<file path="config.mk">
export PLATFORM = sky130hd
export DESIGN_NAME = mc_controller_hs
export DESIGN_NICKNAME = d
export VERILOG_FILES = /design/src/rtl/mc_controller_hs.sv
export SDC_FILE = /design/constraint.sdc
export NUM_CORES = 1
export LEC_CHECK = 0
export BUFFER_PORTS_ARGS = -buffer_cell sky130_fd_sc_hd__buf_2
export CORE_MARGIN = 2
export CORE_UTILIZATION = 25
export DETAILED_ROUTE_END_ITERATION = 8
export HOLD_SLACK_MARGIN = 0.1
export MAX_ROUTING_LAYER = met4
export REMOVE_ABC_BUFFERS = 1
export SYNTH_ARGS = -nofsm -noshare
export SYNTH_HDL_FRONTEND = slang
export SYNTH_SLANG_ARGS = --single-unit
</file>
<file path="constraint.sdc">
create_clock -name clk -period 4.3 [get_ports clk]
set_input_delay 0.215 -clock clk [delete_from_list [all_inputs] [get_ports clk]]
set_output_delay 0.215 -clock clk [all_outputs]
set_load 0.05 [all_outputs]
</file>
<file path="src/rtl/mc_controller_hs.sv">
// mc_controller_hs: multi-cycle CPU control FSM with a ready/valid memory
// handshake and a saturating wait-state timeout (bus_err on expiry).
// Optional feature: define CTRL_ILLEGAL_TRAP_EN to trap unlisted opcodes,
// unlisted R-type functs and data-memory timeouts into S_TRAP.
module mc_controller_hs #(
  parameter int ALUOP_W     = 4,
  parameter int WAIT_W      = 4,
  parameter int MEM_TIMEOUT = 15
) (
  input  logic               clk,
  input  logic               reset,
  input  logic [5:0]         OpCode,
  input  logic [5:0]         Funct,
  input  logic               mem_ready,
  output logic               PCWrite,
  output logic               PCWriteCond,
  output logic               IorD,
  output logic               MemWrite,
  output logic               MemRead,
  output logic               IRWrite,
  output logic               RegWrite,
  output logic               ExtOp,
  output logic               LuiOp,
  output logic [2:0]         MemtoReg,
  output logic [1:0]         RegDst,
  output logic [1:0]         ALUSrcA,
  output logic [1:0]         ALUSrcB,
  output logic [ALUOP_W-1:0] ALUOp,
  output logic [1:0]         PCSource,
  output logic               bus_err,
  output logic               exc,
  output logic               instr_done
);

  localparam logic [ALUOP_W-1:0] AOP_ADD   = ALUOP_W'(0);
  localparam logic [ALUOP_W-1:0] AOP_BEQ   = ALUOP_W'(1);
  localparam logic [ALUOP_W-1:0] AOP_RTYPE = ALUOP_W'(2);
  localparam logic [ALUOP_W-1:0] AOP_ADDIU = ALUOP_W'(3);
  localparam logic [ALUOP_W-1:0] AOP_ANDI  = ALUOP_W'(4);
  localparam logic [ALUOP_W-1:0] AOP_SLTI  = ALUOP_W'(5);
  localparam logic [ALUOP_W-1:0] AOP_SLTIU = ALUOP_W'(6);
  localparam logic [ALUOP_W-1:0] AOP_BNE   = ALUOP_W'(7);
  localparam logic [WAIT_W-1:0]  TIMEOUT   = WAIT_W'(MEM_TIMEOUT);

  typedef enum logic [2:0] {
    S_RST,
    S_IF,
    S_ID,
    S_EX,
`ifdef CTRL_ILLEGAL_TRAP_EN
    S_MEM,
    S_TRAP
`else
    S_MEM
`endif
  } state_t;

  state_t            state, next_state;
  logic [WAIT_W-1:0] wait_cnt;
  logic              rst_done;
  logic              waiting;
  logic              timeout_hit;

  assign waiting     = (state == S_IF) || (state == S_MEM);
  assign timeout_hit = waiting && (MEM_TIMEOUT != 0) && (wait_cnt == TIMEOUT) && !mem_ready;

`ifdef CTRL_ILLEGAL_TRAP_EN
  logic funct_known;
  // R-type functs the datapath implements; anything else traps
  always_comb begin
    case (Funct)
      6'h00, 6'h02, 6'h03, 6'h04, 6'h06, 6'h07, 6'h08, 6'h09,
      6'h20, 6'h21, 6'h22, 6'h23, 6'h24, 6'h25, 6'h26, 6'h27,
      6'h2a, 6'h2b: funct_known = 1'b1;
      default:      funct_known = 1'b0;
    endcase
  end
`endif

  // State, reset-release flag and saturating wait counter.
  // rst_done holds S_RST for one edge after release so the first fetch
  // lands on the second rising edge.
  always_ff @(posedge clk or negedge reset) begin
    if (!reset) begin
      state    <= S_RST;
      wait_cnt <= '0;
      rst_done <= 1'b0;
    end else begin
      rst_done <= 1'b1;
      state    <= next_state;
      if ((next_state != state) || timeout_hit)
        wait_cnt <= '0;
      else if (waiting && !mem_ready && (wait_cnt != TIMEOUT))
        wait_cnt <= wait_cnt + 1'b1;
    end
  end

  // Control decode and next-state selection
  always_comb begin
    next_state  = state;
    PCWrite     = 1'b0;
    PCWriteCond = 1'b0;
    IorD        = 1'b0;
    MemWrite    = 1'b0;
    MemRead     = 1'b0;
    IRWrite     = 1'b0;
    RegWrite    = 1'b0;
    ExtOp       = 1'b0;
    LuiOp       = 1'b0;
    MemtoReg    = 3'b000;
    RegDst      = 2'b00;
    ALUSrcA     = 2'b00;
    ALUSrcB     = 2'b00;
    ALUOp       = AOP_ADD;
    PCSource    = 2'b00;
    bus_err     = 1'b0;
    exc         = 1'b0;
    instr_done  = 1'b0;
    case (state)
      S_RST: begin
        if (rst_done) next_state = S_IF;
      end
      S_IF: begin
        MemRead = 1'b1;
        ALUSrcB = 2'b01;
        if (mem_ready) begin
          IRWrite    = 1'b1;
          PCWrite    = 1'b1;
          next_state = S_ID;
        end else if (timeout_hit) begin
          bus_err    = 1'b1;
          next_state = S_IF;
        end
      end
      S_ID: begin
        ALUSrcB    = 2'b11;
        ExtOp      = 1'b1;
        next_state = S_EX;
      end
      S_EX: begin
        next_state = S_IF;
        instr_done = 1'b1;
        case (OpCode)
          6'h00: begin
            ALUSrcA = ((Funct == 6'h00) || (Funct == 6'h02) || (Funct == 6'h03)) ? 2'b10 : 2'b01;
            if (Funct == 6'h08) begin
              PCWrite = 1'b1;
            end else if (Funct == 6'h09) begin
              PCWrite  = 1'b1;
              RegWrite = 1'b1;
              RegDst   = 2'b01;
              MemtoReg = 3'b010;
            end else begin
              RegWrite = 1'b1;
              RegDst   = 2'b01;
              MemtoReg = 3'b011;
              ALUOp    = AOP_RTYPE;
`ifdef CTRL_ILLEGAL_TRAP_EN
              if (!funct_known) begin
                RegWrite   = 1'b0;
                instr_done = 1'b0;
                next_state = S_TRAP;
              end
`endif
            end
          end
          6'h08, 6'h09, 6'h0a, 6'h0b, 6'h0c, 6'h0f: begin
            ALUSrcA  = 2'b01;
            ALUSrcB  = 2'b10;
            ExtOp    = (OpCode != 6'h0c);
            LuiOp    = (OpCode == 6'h0f);
            RegWrite = 1'b1;
            MemtoReg = 3'b011;
            case (OpCode)
              6'h09:   ALUOp = AOP_ADDIU;
              6'h0a:   ALUOp = AOP_SLTI;
              6'h0b:   ALUOp = AOP_SLTIU;
              6'h0c:   ALUOp = AOP_ANDI;
              default: ALUOp = AOP_ADD;
            endcase
          end
          6'h23, 6'h2b: begin
            ALUSrcA    = 2'b01;
            ALUSrcB    = 2'b10;
            ExtOp      = 1'b1;
            instr_done = 1'b0;
            next_state = S_MEM;
          end
          6'h04, 6'h05: begin
            PCWriteCond = 1'b1;
            ALUSrcA     = 2'b01;
            PCSource    = 2'b01;
            ALUOp       = (OpCode == 6'h04) ? AOP_BEQ : AOP_BNE;
          end
          6'h02, 6'h03: begin
            PCWrite  = 1'b1;
            PCSource = 2'b10;
            if (OpCode == 6'h03) begin
              RegWrite = 1'b1;
              RegDst   = 2'b10;
              MemtoReg = 3'b010;
            end
          end
          default: begin
`ifdef CTRL_ILLEGAL_TRAP_EN
            instr_done = 1'b0;
            next_state = S_TRAP;
`endif
          end
        endcase
      end
      S_MEM: begin
        IorD     = 1'b1;
        MemRead  = (OpCode == 6'h23);
        MemWrite = (OpCode != 6'h23);
        if (mem_ready) begin
          instr_done = 1'b1;
          next_state = S_IF;
          if (OpCode == 6'h23) begin
            RegWrite = 1'b1;
            MemtoReg = 3'b100;
          end
        end else if (timeout_hit) begin
          bus_err  = 1'b1;
          MemWrite = 1'b0;
`ifdef CTRL_ILLEGAL_TRAP_EN
          next_state = S_TRAP;
`else
          next_state = S_IF;
`endif
        end
      end
`ifdef CTRL_ILLEGAL_TRAP_EN
      S_TRAP: begin
        PCWrite    = 1'b1;
        PCSource   = 2'b11;
        exc        = 1'b1;
        instr_done = 1'b1;
        next_state = S_IF;
      end
`endif
      default: next_state = S_RST;
    endcase
  end

endmodule
</file>
Word level (Yosys, flattened, before mapping)
Cells that the tools add are included.

cells by class
  add/sub/neg operators = 1
  equality and inequality tests = 25
  mux-type cells = 60
  reductions and logical operators = 20

operator list
  kind                                           number
  == test 6 x 4 -> 1 bit, second input constant  8
  two-way mux 3 bit                              9
  == test 6 x 2 -> 1 bit, second input constant  4
  two-way mux 1 bit                              22
  two-way mux 2 bit                              10
  one-hot mux 3 bit (5 select lines)             1
  one-hot mux 1 bit (2 select lines)             7
  == test 6 x 3 -> 1 bit, second input constant  2
  == test 6 bit, second input constant           2
  zero test 6 bit                                2
  one-hot mux 2 bit (2 select lines)             3
  one-hot mux 2 bit (3 select lines)             2
  one-hot mux 3 bit (4 select lines)             1
  OR reduction 10 bit                            1
  one-hot mux 3 bit (3 select lines)             1
  two-way mux 4 bit                              2
  OR reduction 2 bit                             4
  OR reduction 8 bit                             1
  == test 3 x 2 -> 1 bit, second input constant  2
  != test 6 x 4 -> 1 bit, second input constant  1
  != test 6 bit, second input constant           1
  one-hot mux 3 bit (2 select lines)             1
  OR reduction 6 bit                             1
  adder 4 x 1 -> 4 bit, second input constant    1
  11 further kinds                               17

storage, ports and cells
  flip-flop bits (word level) = 8
  output and inout port bits = 27
  logic and storage cells = 109

Logic depth before layout (Yosys ltp)
  word-level depth = 10
  depth in mapped cells = 5
  gate-level depth less buffers = 5

Worst setup path before layout
No wires, ideal clock.

  path type = register to output
  from = register state[0]
  to = output MemWrite
  arrival time = 3,286 ps
  required time = 4,085 ps
  slack = 799 ps
  cell stages (with the launch flop) = 5
  buffers on the path = 1
  path through = dfrtp_1 buf_2 nand2b_1 a21oi_2 a2111oi_0

on the way
  word-level cells in the longest chain between the ends = 7
  elaborated cells on any way between the ends = 8
  classes of those cells = 2 x eq/ne; 3 x mux; 3 x reduce/logical

RTL lines
  element                                                         line     text
  start: declaration                                              58       state_t state, next_state;
  start signal: assignment                                        90       state <= next_state;
  == test 3 x 1 -> 1 bit / == test 3 bit (equally long branches)  64, 119
  logical OR 1 bit                                                64       assign waiting = (state == S_IF) || (state == S_MEM);
  logical AND 1 bit (2 in series)                                 65       assign timeout_hit = waiting && (MEM_TIMEOUT != 0) && (wait_cnt == TIMEOUT) && !mem_ready;
  two-way mux 1 bit                                               223      end else if (timeout_hit) begin
  two-way mux 1 bit                                               216      if (mem_ready) begin
  two-way mux 1 bit (*)                                           119      case (state)
  end: declaration                                                18       output logic MemWrite,

Mark *: on every way between the ends. The rest lies on a longest branch, timed or not.

Worst setup path after layout
  from = register state[1]
  to = output RegWrite

on the way
  word-level cells in the longest chain between the ends = 2
  elaborated cells on any way between the ends = 3
  classes of those cells = 2 x eq/ne; 1 x mux

RTL lines
  element                                                         line  text
  == test 3 bit / == test 3 x 2 -> 1 bit (equally long branches)  119
  one-hot mux 1 bit (2 select lines) (*)                          119
  end: declaration                                                21    output logic RegWrite,

Marks and branches as above.

==> results.json <==
{
  "maxCapViolations": 0,
  "outcome": "complete, no violations",
  "core_mm2": 0.00339,
  "max_freq_mhz": 443,
  "nNetsFinal": 176,
  "worstSkewPairLatency_ns": 0.25,
  "synth_compound_area_share_pct": 29.6,
  "cts_resized": 0,
  "antenna_found_initial": 0,
  "grt_usage_pct": 12.0,
  "clockRootBuffer": "clkbuf_4",
  "initial_core_util_pct": 26.3,
  "r2r_end": "state[0]",
  "dieArea_mm2": 0.00406,
  "period_share_pct": 52.5,
  "grt_pass1_wl_um": 3890,
  "io_pins": 42,
  "wire_per_inst_um": 12.1,
  "cpPeakStageDelay_ns": 0.54,
  "rrSetupSlack_ns": 2.74,
  "cts_made_buffers": 3,
  "crit_cells": 5,
  "synthSimpleGateAreaFrac_pct": 36.2,
  "maxSlewViolCount": 0,
  "final_antenna_net_count": 0,
  "grt_pass1_vias": 845,
  "area_growth_pct": 26.1,
  "via_per_inst": 5.08,
  "first_pass_iters": 4,
  "synth_cells": 123,
  "num_vias": 1037,
  "grt_remaining_overflow": 0,
  "cp_cell_sequence": "nand3b_1, nand2b_1, o32ai_2, a31o_2, buf_2",
  "synth_top_family_by_area": "simple AND/OR/NAND/NOR gates",
  "startpoint": "state[1]",
  "die_w_um": 63.7,
  "vdd_ir_drop_max_mv": 0.235,
  "hold_violations": 0,
  "cp_data_required_time_ns": 4.09,
  "worst-path-buf-inv": 1,
  "final.fill_count": 380,
  "rows": 21,
  "path_delay_family": "simple AND/OR/NAND/NOR gates",
  "htree_num_levels": 1,
  "power_uw": 480,
  "crit_path_max_fanout": 11,
  "min_period_ns": 2.26,
  "power_density_mw_per_mm2": 427,
  "synthXorXnorAreaFrac_pct": 0.983,
  "portBuffers": 39,
  "synthAdderAreaFrac_pct": 1.40,
  "clock_sinks": 8,
  "cts_tree": "yes",
  "worstRegToRegCells": 5,
  "setup-tns-final_ns": 0,
  "max-clock-path-buffers": 2,
  "diodes": 0,
  "dp_hpwl_um": 1940,
  "grt_max_degree": 16,
  "drt-total-wl_um": 2470,
  "ys_types": 40,
  "synth-seq-cells": 8,
  "worstSetupPathType": "flop to output port",
  "setup.worst_path.end": "RegWrite",
  "die_h_um": 63.7,
  "r2r_start": "wait_cnt[0]",
  "cp_slowest_cell": "dfrtp_1",
  "final_core_util_pct": 33.1,
  "clk_pin_slew_ns": 0.06,
  "drcViolationCount": 0,
  "muxShareOfSynthArea_pct": 0,
  "crit_path_start_kind": "flop",
  "rsz0062_at_grt": "no",
  "fin_skew_ns": 0.00913,
  "ys_seq_area_share_pct": 22.5,
  "drt-initial-drc-count": 45,
  "hold_class": "input pin to async pin",
  "setup_viol": 0,
  "synth.cell_area_um2": 891,
  "avgSynthCellArea_um2": 7.24,
  "ys_warn_count": 0,
  "place_congestion": 0.818,
  "critPathArrivalTime_ns": 2.04,
  "leakage_nw": 0.534,
  "drive_above_1_share_pct": 31.6,
  "critPathCaptureType": "output port"
}
[cells in the final DEF (no fill, tap or decap), types with 2 or more instances in the layout]
| cell | n |
|---|---|
| a31o_2 | 2 |
| o22ai_1 | 3 |
| nor2_1 | 16 |
| buf_2 | 39 |
| o21ai_0 | 3 |
| a32oi_1 | 3 |
| nor3_1 | 10 |
| conb_1 | 3 |
| nand3b_1 | 3 |
| a31oi_1 | 4 |
| nand3_1 | 4 |
| nand2b_1 | 9 |
| dfrtp_1 | 8 |
| clkbuf_4 | 3 |
| inv_1 | 5 |
| and3_1 | 3 |
| nand2_1 | 7 |
| a21oi_1 | 12 |
[cell usage after synthesis]
| cell | number | share of area (%) |
|---|---|---|
| or3_4 | 1 | 1.3 |
| or3_1 | 1 | 0.70 |
| a41oi_1 | 1 | 0.98 |
| nand2b_4 | 1 | 1.5 |
| a32o_1 | 1 | 1.1 |
| and2b_1 | 1 | 0.84 |
| ha_1 | 1 | 1.4 |
| nor2_1 | 16 | 6.7 |
| o21ai_0 | 3 | 1.7 |
| nand2_4 | 1 | 1.3 |
| a211oi_1 | 1 | 0.84 |
| o22ai_1 | 3 | 2.1 |
| a32oi_1 | 3 | 2.9 |
| nor4_2 | 1 | 1.4 |
| nand2_1 | 7 | 2.9 |
| nand3b_1 | 3 | 2.5 |
| nand4_1 | 1 | 0.70 |
| and3_1 | 3 | 2.1 |
| nand2b_1 | 9 | 6.3 |
| inv_1 | 5 | 2.1 |
| dfrtp_1 | 8 | 22 |
| clkbuf_1 | 2 | 0.84 |
| buf_4 | 3 | 2.5 |
| o211ai_1 | 1 | 0.84 |
| a31oi_1 | 4 | 2.8 |
| xor2_1 | 1 | 0.98 |
| conb_1 | 2 | 0.84 |
| nor3_1 | 10 | 5.6 |
| a31o_2 | 2 | 2.0 |
| a2111oi_0 | 1 | 0.98 |
| a221o_1 | 1 | 1.1 |
| a21oi_1 | 12 | 6.7 |
| a21oi_2 | 1 | 0.98 |
| nand3_1 | 4 | 2.2 |
| a22oi_1 | 1 | 0.84 |
| o2bb2ai_1 | 1 | 0.98 |
| a21o_1 | 1 | 0.84 |
| o32ai_2 | 1 | 1.8 |
| buf_2 | 3 | 1.7 |
| buf_6 | 1 | 1.3 |
[power breakdown]
part | internal, mW | switching, mW | total (mW)
clock network | 0.0318 | 0.0232 | 0.0550
registers | 0.0917 | 0.0318 | 0.123
logic | 0.0801 | 0.221 | 0.301
total | 0.204 | 0.276 | 0.480
[through the flow]
stage               setup slack, ns  cells  area (um^2)  hold WS (ns)
finish                         2.04    204         1120         0.333
global route                   1.86    204         1120         0.357
CTS                            2.03    204         1120         0.332
detailed placement             2.30    200         1090        0.0658
global placement               2.36    200         1090        0.0665
floorplan                     0.813    115          838       -0.0806
[final cells by class]
cell class	count	area, um^2	share of cell area [%]
sequential	8	200	17.8
tap	46	57.6	5.12
clock buffer	3	22.5	2.00
multi-input combinational	102	619	55.1
inverter	5	18.8	1.67
timing repair buffer	40	205	18.3
[registers in the layout, indices dropped and copies added, names as in the netlist]
name      count
wait_cnt      4
rst_done      1
state         3
[cells by family after synthesis]
group,count (synthesis)
AOI/OAI and AO/OA,38
buffers and inverters,14
and+or+nand+nor,59
DFF,8
adders and majority gates,1
other,2
xor gates and xnor gates,1
[worst register-to-register path, cell delays in order, from the launching register on]
cell and delay (ns):
dfrtp_1 0.41, ha_1 0.23, and3_1 0.19, nor2_1 0.13, o22ai_1 0.10, a221o_1 0.36
[layer usage]
layer | GRT usage (%) | part of all wire, % | up-vias | routed length [um]
met5 | - | 0 | - | 0
met3 | 2.68 | 7.1 | 0 | 174
met1 | 18.5 | 51 | 471 | 1260
met2 | 15.8 | 42 | 43 | 1040
li1 | - | - | 523 | -
met4 | 2.45 | 0 | 0 | 0
[repair_timing]
| action | in CTS | in global routing |
|---|---|---|
| endpoints found under the hold margin | 8 | 0 |
| hold buffers | 1 | 0 |
| setup buffers | 0 | 0 |
[how the worst min path moves through the flow]
stage	start	endpoint	slack, ns	cells after the start
2_1_floorplan	reset	rst_done	-0.08	0
3_3_place_gp	reset	wait_cnt[3]	0.07	1
3_5_place_dp	reset	wait_cnt[3]	0.07	1
4_1_cts	reset	wait_cnt[3]	0.33	2
5_1_grt	reset	wait_cnt[3]	0.36	2
6_report	reset	wait_cnt[3]	0.33	2
Power figures use the tool's default switching activity.
